--- config.mk ---
export PLATFORM = sky130hd
export DESIGN_NAME = pipe_perf_monitor
export DESIGN_NICKNAME = d
export VERILOG_FILES = /design/src/rtl/pipe_perf_monitor.sv
export SDC_FILE = /design/constraint.sdc
export NUM_CORES = 1
export LEC_CHECK = 0
export ABC_CLOCK_PERIOD_IN_PS = 3190
export BUFFER_PORTS_ARGS = -buffer_cell sky130_fd_sc_hd__buf_2
export CAP_MARGIN = 20
export CORE_AREA = 2 2 189 117
export DETAILED_ROUTE_END_ITERATION = 8
export DIE_AREA = 0 0 191 119
export PLACE_DENSITY = 0.74
export SETUP_SLACK_MARGIN = 0.2
export SLEW_MARGIN = 40
export SYNTH_ARGS = -nofsm -noshare
export SYNTH_HDL_FRONTEND = slang
export SYNTH_SLANG_ARGS = --single-unit
--- constraint.sdc ---
create_clock -name clk_i -period 3.19 [get_ports clk_i]
set_input_delay 0.1595 -clock clk_i [delete_from_list [all_inputs] [get_ports clk_i]]
set_output_delay 0.1595 -clock clk_i [all_outputs]
set_load 0.01 [all_outputs]
--- src/rtl/pipe_perf_monitor.sv ---
// rtl/pipe_perf_monitor.sv - run-control FSM with saturating cycle/stall/flush/retire counters and PC hang detector
module pipe_perf_monitor #(
  parameter int CNT_W      = 32,
  parameter int MAX_CYCLES = 30,
  parameter int HANG_LIMIT = 16
) (
  input  logic             clk_i,
  input  logic             rst_i,
  input  logic             start_i,
  input  logic             stall_i,
  input  logic             branch_i,
  input  logic             flush_i,
  input  logic             retire_i,
  input  logic [31:0]      pc_i,
  output logic [CNT_W-1:0] cycle_o,
  output logic [CNT_W-1:0] stall_cnt_o,
  output logic [CNT_W-1:0] flush_cnt_o,
  output logic [CNT_W-1:0] retire_cnt_o,
  output logic [1:0]       state_o,
  output logic             done_o,
  output logic             hang_o,
  output logic             ovf_o
);

  typedef enum logic [1:0] {
    ST_IDLE  = 2'd0,
    ST_RUN   = 2'd1,
    ST_PAUSE = 2'd2,
    ST_DONE  = 2'd3
  } state_t;

  localparam logic [CNT_W-1:0] CNT_MAX  = '1;
  localparam logic [CNT_W-1:0] BUDGET   = CNT_W'(MAX_CYCLES);
  localparam logic [31:0]      HANG_LIM = 32'(HANG_LIMIT);

  state_t           state_q, state_d;
  logic [CNT_W-1:0] cycle_q, cycle_d;
  logic [CNT_W-1:0] stall_cnt_q, stall_cnt_d;
  logic [CNT_W-1:0] flush_cnt_q, flush_cnt_d;
  logic [CNT_W-1:0] retire_cnt_q, retire_cnt_d;
  logic             done_q, done_d;
  logic             hang_q, hang_d;
  logic             ovf_q, ovf_d;
  logic [31:0]      pc_prev_q, pc_prev_d;
  logic             pc_prev_valid_q, pc_prev_valid_d;
  logic [31:0]      hang_cnt_q, hang_cnt_d;
  logic             count_en;

  // Next-state, counter updates, budget and hang termination
  always_comb begin
    state_d         = state_q;
    cycle_d         = cycle_q;
    stall_cnt_d     = stall_cnt_q;
    flush_cnt_d     = flush_cnt_q;
    retire_cnt_d    = retire_cnt_q;
    done_d          = done_q;
    hang_d          = hang_q;
    ovf_d           = ovf_q;
    pc_prev_d       = pc_prev_q;
    pc_prev_valid_d = pc_prev_valid_q;
    hang_cnt_d      = hang_cnt_q;
    count_en        = (state_q == ST_RUN) && start_i;

    case (state_q)
      ST_IDLE:  if (start_i) state_d = ST_RUN;
      ST_RUN:   if (!start_i) state_d = ST_PAUSE;
      ST_PAUSE: if (start_i) state_d = ST_RUN;
      default:  state_d = ST_DONE;
    endcase

    if (count_en) begin
      // Each counter sticks at all-ones; an increment attempted there flags overflow
      if (cycle_q == CNT_MAX) ovf_d = 1'b1;
      else cycle_d = cycle_q + 1'b1;

      if (stall_i && !branch_i) begin
        if (stall_cnt_q == CNT_MAX) ovf_d = 1'b1;
        else stall_cnt_d = stall_cnt_q + 1'b1;
      end

      if (flush_i) begin
        if (flush_cnt_q == CNT_MAX) ovf_d = 1'b1;
        else flush_cnt_d = flush_cnt_q + 1'b1;
      end

      if (retire_i) begin
        if (retire_cnt_q == CNT_MAX) ovf_d = 1'b1;
        else retire_cnt_d = retire_cnt_q + 1'b1;
      end

      if ((MAX_CYCLES != 0) && (cycle_d == BUDGET)) begin
        done_d  = 1'b1;
        state_d = ST_DONE;
      end

      if (HANG_LIMIT != 0) begin
        if (pc_prev_valid_q && (pc_i == pc_prev_q) && !stall_i) hang_cnt_d = hang_cnt_q + 32'd1;
        else hang_cnt_d = 32'd0;
        pc_prev_d       = pc_i;
        pc_prev_valid_d = 1'b1;
        if (hang_cnt_d == HANG_LIM) begin
          hang_d  = 1'b1;
          done_d  = 1'b1;
          state_d = ST_DONE;
        end
      end
    end
  end

  // State register with synchronous active-high reset
  always_ff @(posedge clk_i) begin
    if (rst_i) begin
      state_q         <= ST_IDLE;
      cycle_q         <= '0;
      stall_cnt_q     <= '0;
      flush_cnt_q     <= '0;
      retire_cnt_q    <= '0;
      done_q          <= 1'b0;
      hang_q          <= 1'b0;
      ovf_q           <= 1'b0;
      pc_prev_q       <= 32'd0;
      pc_prev_valid_q <= 1'b0;
      hang_cnt_q      <= 32'd0;
    end else begin
      state_q         <= state_d;
      cycle_q         <= cycle_d;
      stall_cnt_q     <= stall_cnt_d;
      flush_cnt_q     <= flush_cnt_d;
      retire_cnt_q    <= retire_cnt_d;
      done_q          <= done_d;
      hang_q          <= hang_d;
      ovf_q           <= ovf_d;
      pc_prev_q       <= pc_prev_d;
      pc_prev_valid_q <= pc_prev_valid_d;
      hang_cnt_q      <= hang_cnt_d;
    end
  end

  assign cycle_o      = cycle_q;
  assign stall_cnt_o  = stall_cnt_q;
  assign flush_cnt_o  = flush_cnt_q;
  assign retire_cnt_o = retire_cnt_q;
  assign state_o      = state_q;
  assign done_o       = done_q;
  assign hang_o       = hang_q;
  assign ovf_o        = ovf_q;

endmodule

==> impl_metrics.csv <==
group,metric,value,unit
detailed_routing,route.vias.total,10326,
detailed_routing,route.detailed.drc,0,
sta,finalHoldViolations,0,
power,cellLeakagePower,4.955,nW
synth,synth_cell_types,67,
detailed_routing,ant_nets,0,
synth,synth.yosys.warnings,0,
flow_run,maxCapViolations,0,
cts,clkSinkCount,198,
synth,yosys_register_bits,198,
detailed_routing,routedWlPerCell,15.78,µm
die,initial_utilization,48.69,%
setup_path,crit_path_max_incr_delay,510,ps
detailed_routing,first_drt_iteration_drcs,703,
hold_path,holdCritPathClass,"primary input to register",
setup_path,critPathTopFamily,"simple AND/OR/NAND/NOR gates",
cts,clock_insertion_delay_worst_skew,440,ps
setup_path,worst-path-max-fanout,7,
synth,synthesis.area,10360,µm²
setup_path,crit_path_frequent_cell,"or4_1",
setup_path,cp_num_buf_inv,1,
die,top_level_ports,172,
sta,share_of_the_clock_period_used_by_the_worst_path_after_layout,91.20,%
die,fp-row-count,42,
synth,synth_cells,1329,
final_layout,nNetsFinal,1584,
final_layout,area_growth,24.24,%
global_routing,overall_track_demand_over_capacity_in_global_routing,25.16,%
setup_path,timing.critical_path.cells,"nand4_1, nor4_4, buf_4, nand2_4, xnor2_2, or4_1, or4_1, or4_1, a21oi_1",
die,die-height,119,µm
sta,final_count_of_pins_violating_max_slew,0,
place,post_dp_hpwl,20410,µm
setup_path,cp.arrival,3270,ps
synth,post_synth.cell_area_avg,7.797,µm²
sta,clock-skew-final,10.53,ps
synth,yosys_most_used_dff,"dfxtp_1",
sta,final.min_clock_period,2909,ps
sta,unrepaired_setup_endpoints_after_global_routing,"yes",
cts,cts_root_buffer,"clkbuf_16",
place,dpl_cell_area,11730,µm²
setup_path,critPathCaptureType,"register",
cts,cts.clk_slew.worst_paths,70,ps
place,placed_cells,1765,
global_routing,grt_pass1_wl,46780,µm
final_layout,fin_area,12870,µm²
place,io_buffer_count,171,
global_routing,grt_start_max_net_pins,73,
setup_path,worst-setup-path-type,"register to register",
global_routing,grt_remaining_overflow,0,
synth,seq_area_frac_synth,38.25,%
final_layout,share_of_final_layout_standard_cells_stronger_than_drive_strength_1,19.96,%
sta,timing.setup.tns,0,ps
setup_path,critPathLaunchType,"register",
die,floorplan.die_area,22730,µm²
setup_path,critical-path-slowest-cell,"or4_1",
global_routing,first_global_vias,9038,
place,globalplace.congestion,0.9372,
cts,cts_tree,"built",
cts,cts_buffer_depth,2,
cts,cts_max_level,4,
detailed_routing,number_of_iterations_in_the_first_detailed_routing_pass,5,
synth,number_of_flops_mapped_to_enable_cells_by_yosys,0,
global_routing,grt_antenna_before_repair,1,
synth,synthArstFlopShare,0,%
setup_path,reg2reg_setup_slack,280,ps
sta,max_clock_freq,343.7,MHz
detailed_routing,avgViaCountPerCell,5.612,
die,core_area,21280,µm²
sta,max_slew_margin,48.92,%
final_layout,layout.cells.non_filler,1840,
power,irDropWorstVdd,0.4905,mV
sta,setup_violations,0,
sta,worstMarginPinSlew,766.2,ps
power,powerDensity,392.8,nW/µm²
synth,mappedNetlistNets,1373,
final_layout,layout.core_utilization,60.49,%
die,fp.dieW,191,µm
outcome,outcome,"finished clean",
detailed_routing,routed_wl,29030,µm
cts,number_of_buffers_created_by_cts,17,
setup_path,required_time_of_the_critical_path,3550,ps
[what timing repair did]
| item | 4_1_cts | 5_1_grt |
|---|---|---|
| resized for setup | 11 | 27 |
| endpoints found under the hold margin | 33 | 0 |
| endpoints found under the setup margin | 3 | 3 |
| pin swaps | 3 | 12 |
| gates cloned | 0 | 0 |
| setup buffers | 2 | 7 |
| hold buffers | 33 | 0 |
[Yosys cell counts (7+ instances only)]
library cell	n	area (µm²)
nor4_1	27	168.9
nor2b_1	10	62.56
and2_1	9	56.30
dfxtp_1	198	3964
and3_1	27	168.9
nand4_1	51	319.1
nand3_1	73	365.4
a31oi_1	12	75.07
inv_1	18	67.56
a211oi_1	7	52.55
xnor2_1	69	604.3
xor2_1	81	709.4
clkbuf_1	66	247.7
or4_1	11	82.58
nand2_1	174	653.1
nand3b_1	20	150.1
nor2_1	152	570.6
o21ai_0	64	320.3
a21oi_1	99	495.5
and4_1	25	219.0
nor3_1	29	145.1
or3_1	24	150.1
[per-layer routing]
| layer | share of wire, % | vias up | global-route usage, % | wire, µm |
|---|---|---|---|---|
| met3 | 8.3 | 15 | 6.189 | 2405 |
| met2 | 40 | 368 | 34.31 | 11620 |
| met5 | 0 | - | 0 | 0 |
| met1 | 51 | 4826 | 39.39 | 14770 |
| li1 | - | 5117 | - | - |
| met4 | 0.81 | 0 | 4.748 | 235 |
[path summary, 6_finish.rpt]
path	from	endpoint	depth (start not counted)
min reg2reg	pc_prev_q[16]$_SDFFE_PP0P_	pc_prev_q[16]$_SDFFE_PP0P_	2
max reg2reg	hang_cnt_q[10]$_SDFFE_PP0P_	hang_o$_SDFFE_PP0P_	9
min	rst_i	flush_cnt_o[29]$_SDFFE_PP0P_	2
max	hang_cnt_q[10]$_SDFFE_PP0P_	hang_o$_SDFFE_PP0P_	9
[layout make-up]
cell class	instances	area, µm²
Fill cell	1872	8408
Multi-Input combinational cell	1039	6160
Sequential cell	198	3998
Timing Repair Buffer	266	1658
Clock buffer	21	460.4
Tap cell	286	357.8
Clock inverter	11	171.4
Inverter	18	67.56
Antenna cell	1	2.502
[sequential cells by signal, summed over array words and instances (netlist names)]
register,flops
cycle_o,32
done_o,1
flush_cnt_o,32
ovf_o,1
stall_cnt_o,32
hang_o,1
pc_prev_valid_q,1
state_o,2
hang_cnt_q,32
pc_prev_q,32
retire_cnt_o,32
[logic make-up after synthesis]
logic type / Yosys count / share of synthesized area (%)
compound gates: 214 / 11.75
xor+xnor: 150 / 12.68
fa+ha+maj: 6 / 0.7003
buf+inv: 92 / 3.441
flops: 198 / 38.25
mux: 6 / 0.5917
simple gates: 663 / 32.59
[placed cells by master, fill, tap and decap left out, types with 51 or more instances in the layout]
cell / netlist / routed
xor2_1: 81 / 81
buf_4: 1 / 62
o21ai_0: 64 / 63
nand3_1: 73 / 72
nor2_1: 152 / 150
dfxtp_1: 198 / 185
nand4_1: 51 / 51
nand2_1: 174 / 170
xnor2_1: 69 / 68
a21oi_1: 99 / 99
buf_2: 5 / 170
[where the power goes]
part | switching [W] | internal [W]
Clock | 0.000965 | 0.00136
Combinational | 0.000140 | 0.0000944
Sequential | 0.0000145 | 0.00248
Total | 0.00112 | 0.00394
[stage by stage]
| stage | setup slack [ps] | power [W] | hold WS, ps |
|---|---|---|---|
| final | 280.6 | 0.005057 | 129.3 |
| after global routing | 164.8 | 0.005223 | 150.8 |
| after CTS | 203.9 | 0.005101 | 135.9 |
| after detailed placement | 8.123 | 0.002761 | 426.7 |
| after global placement | 39.24 | 0.002757 | 418.9 |
| after floorplan | 204.3 | 0.002682 | 276.9 |
Power figures use the tool's default switching activity.
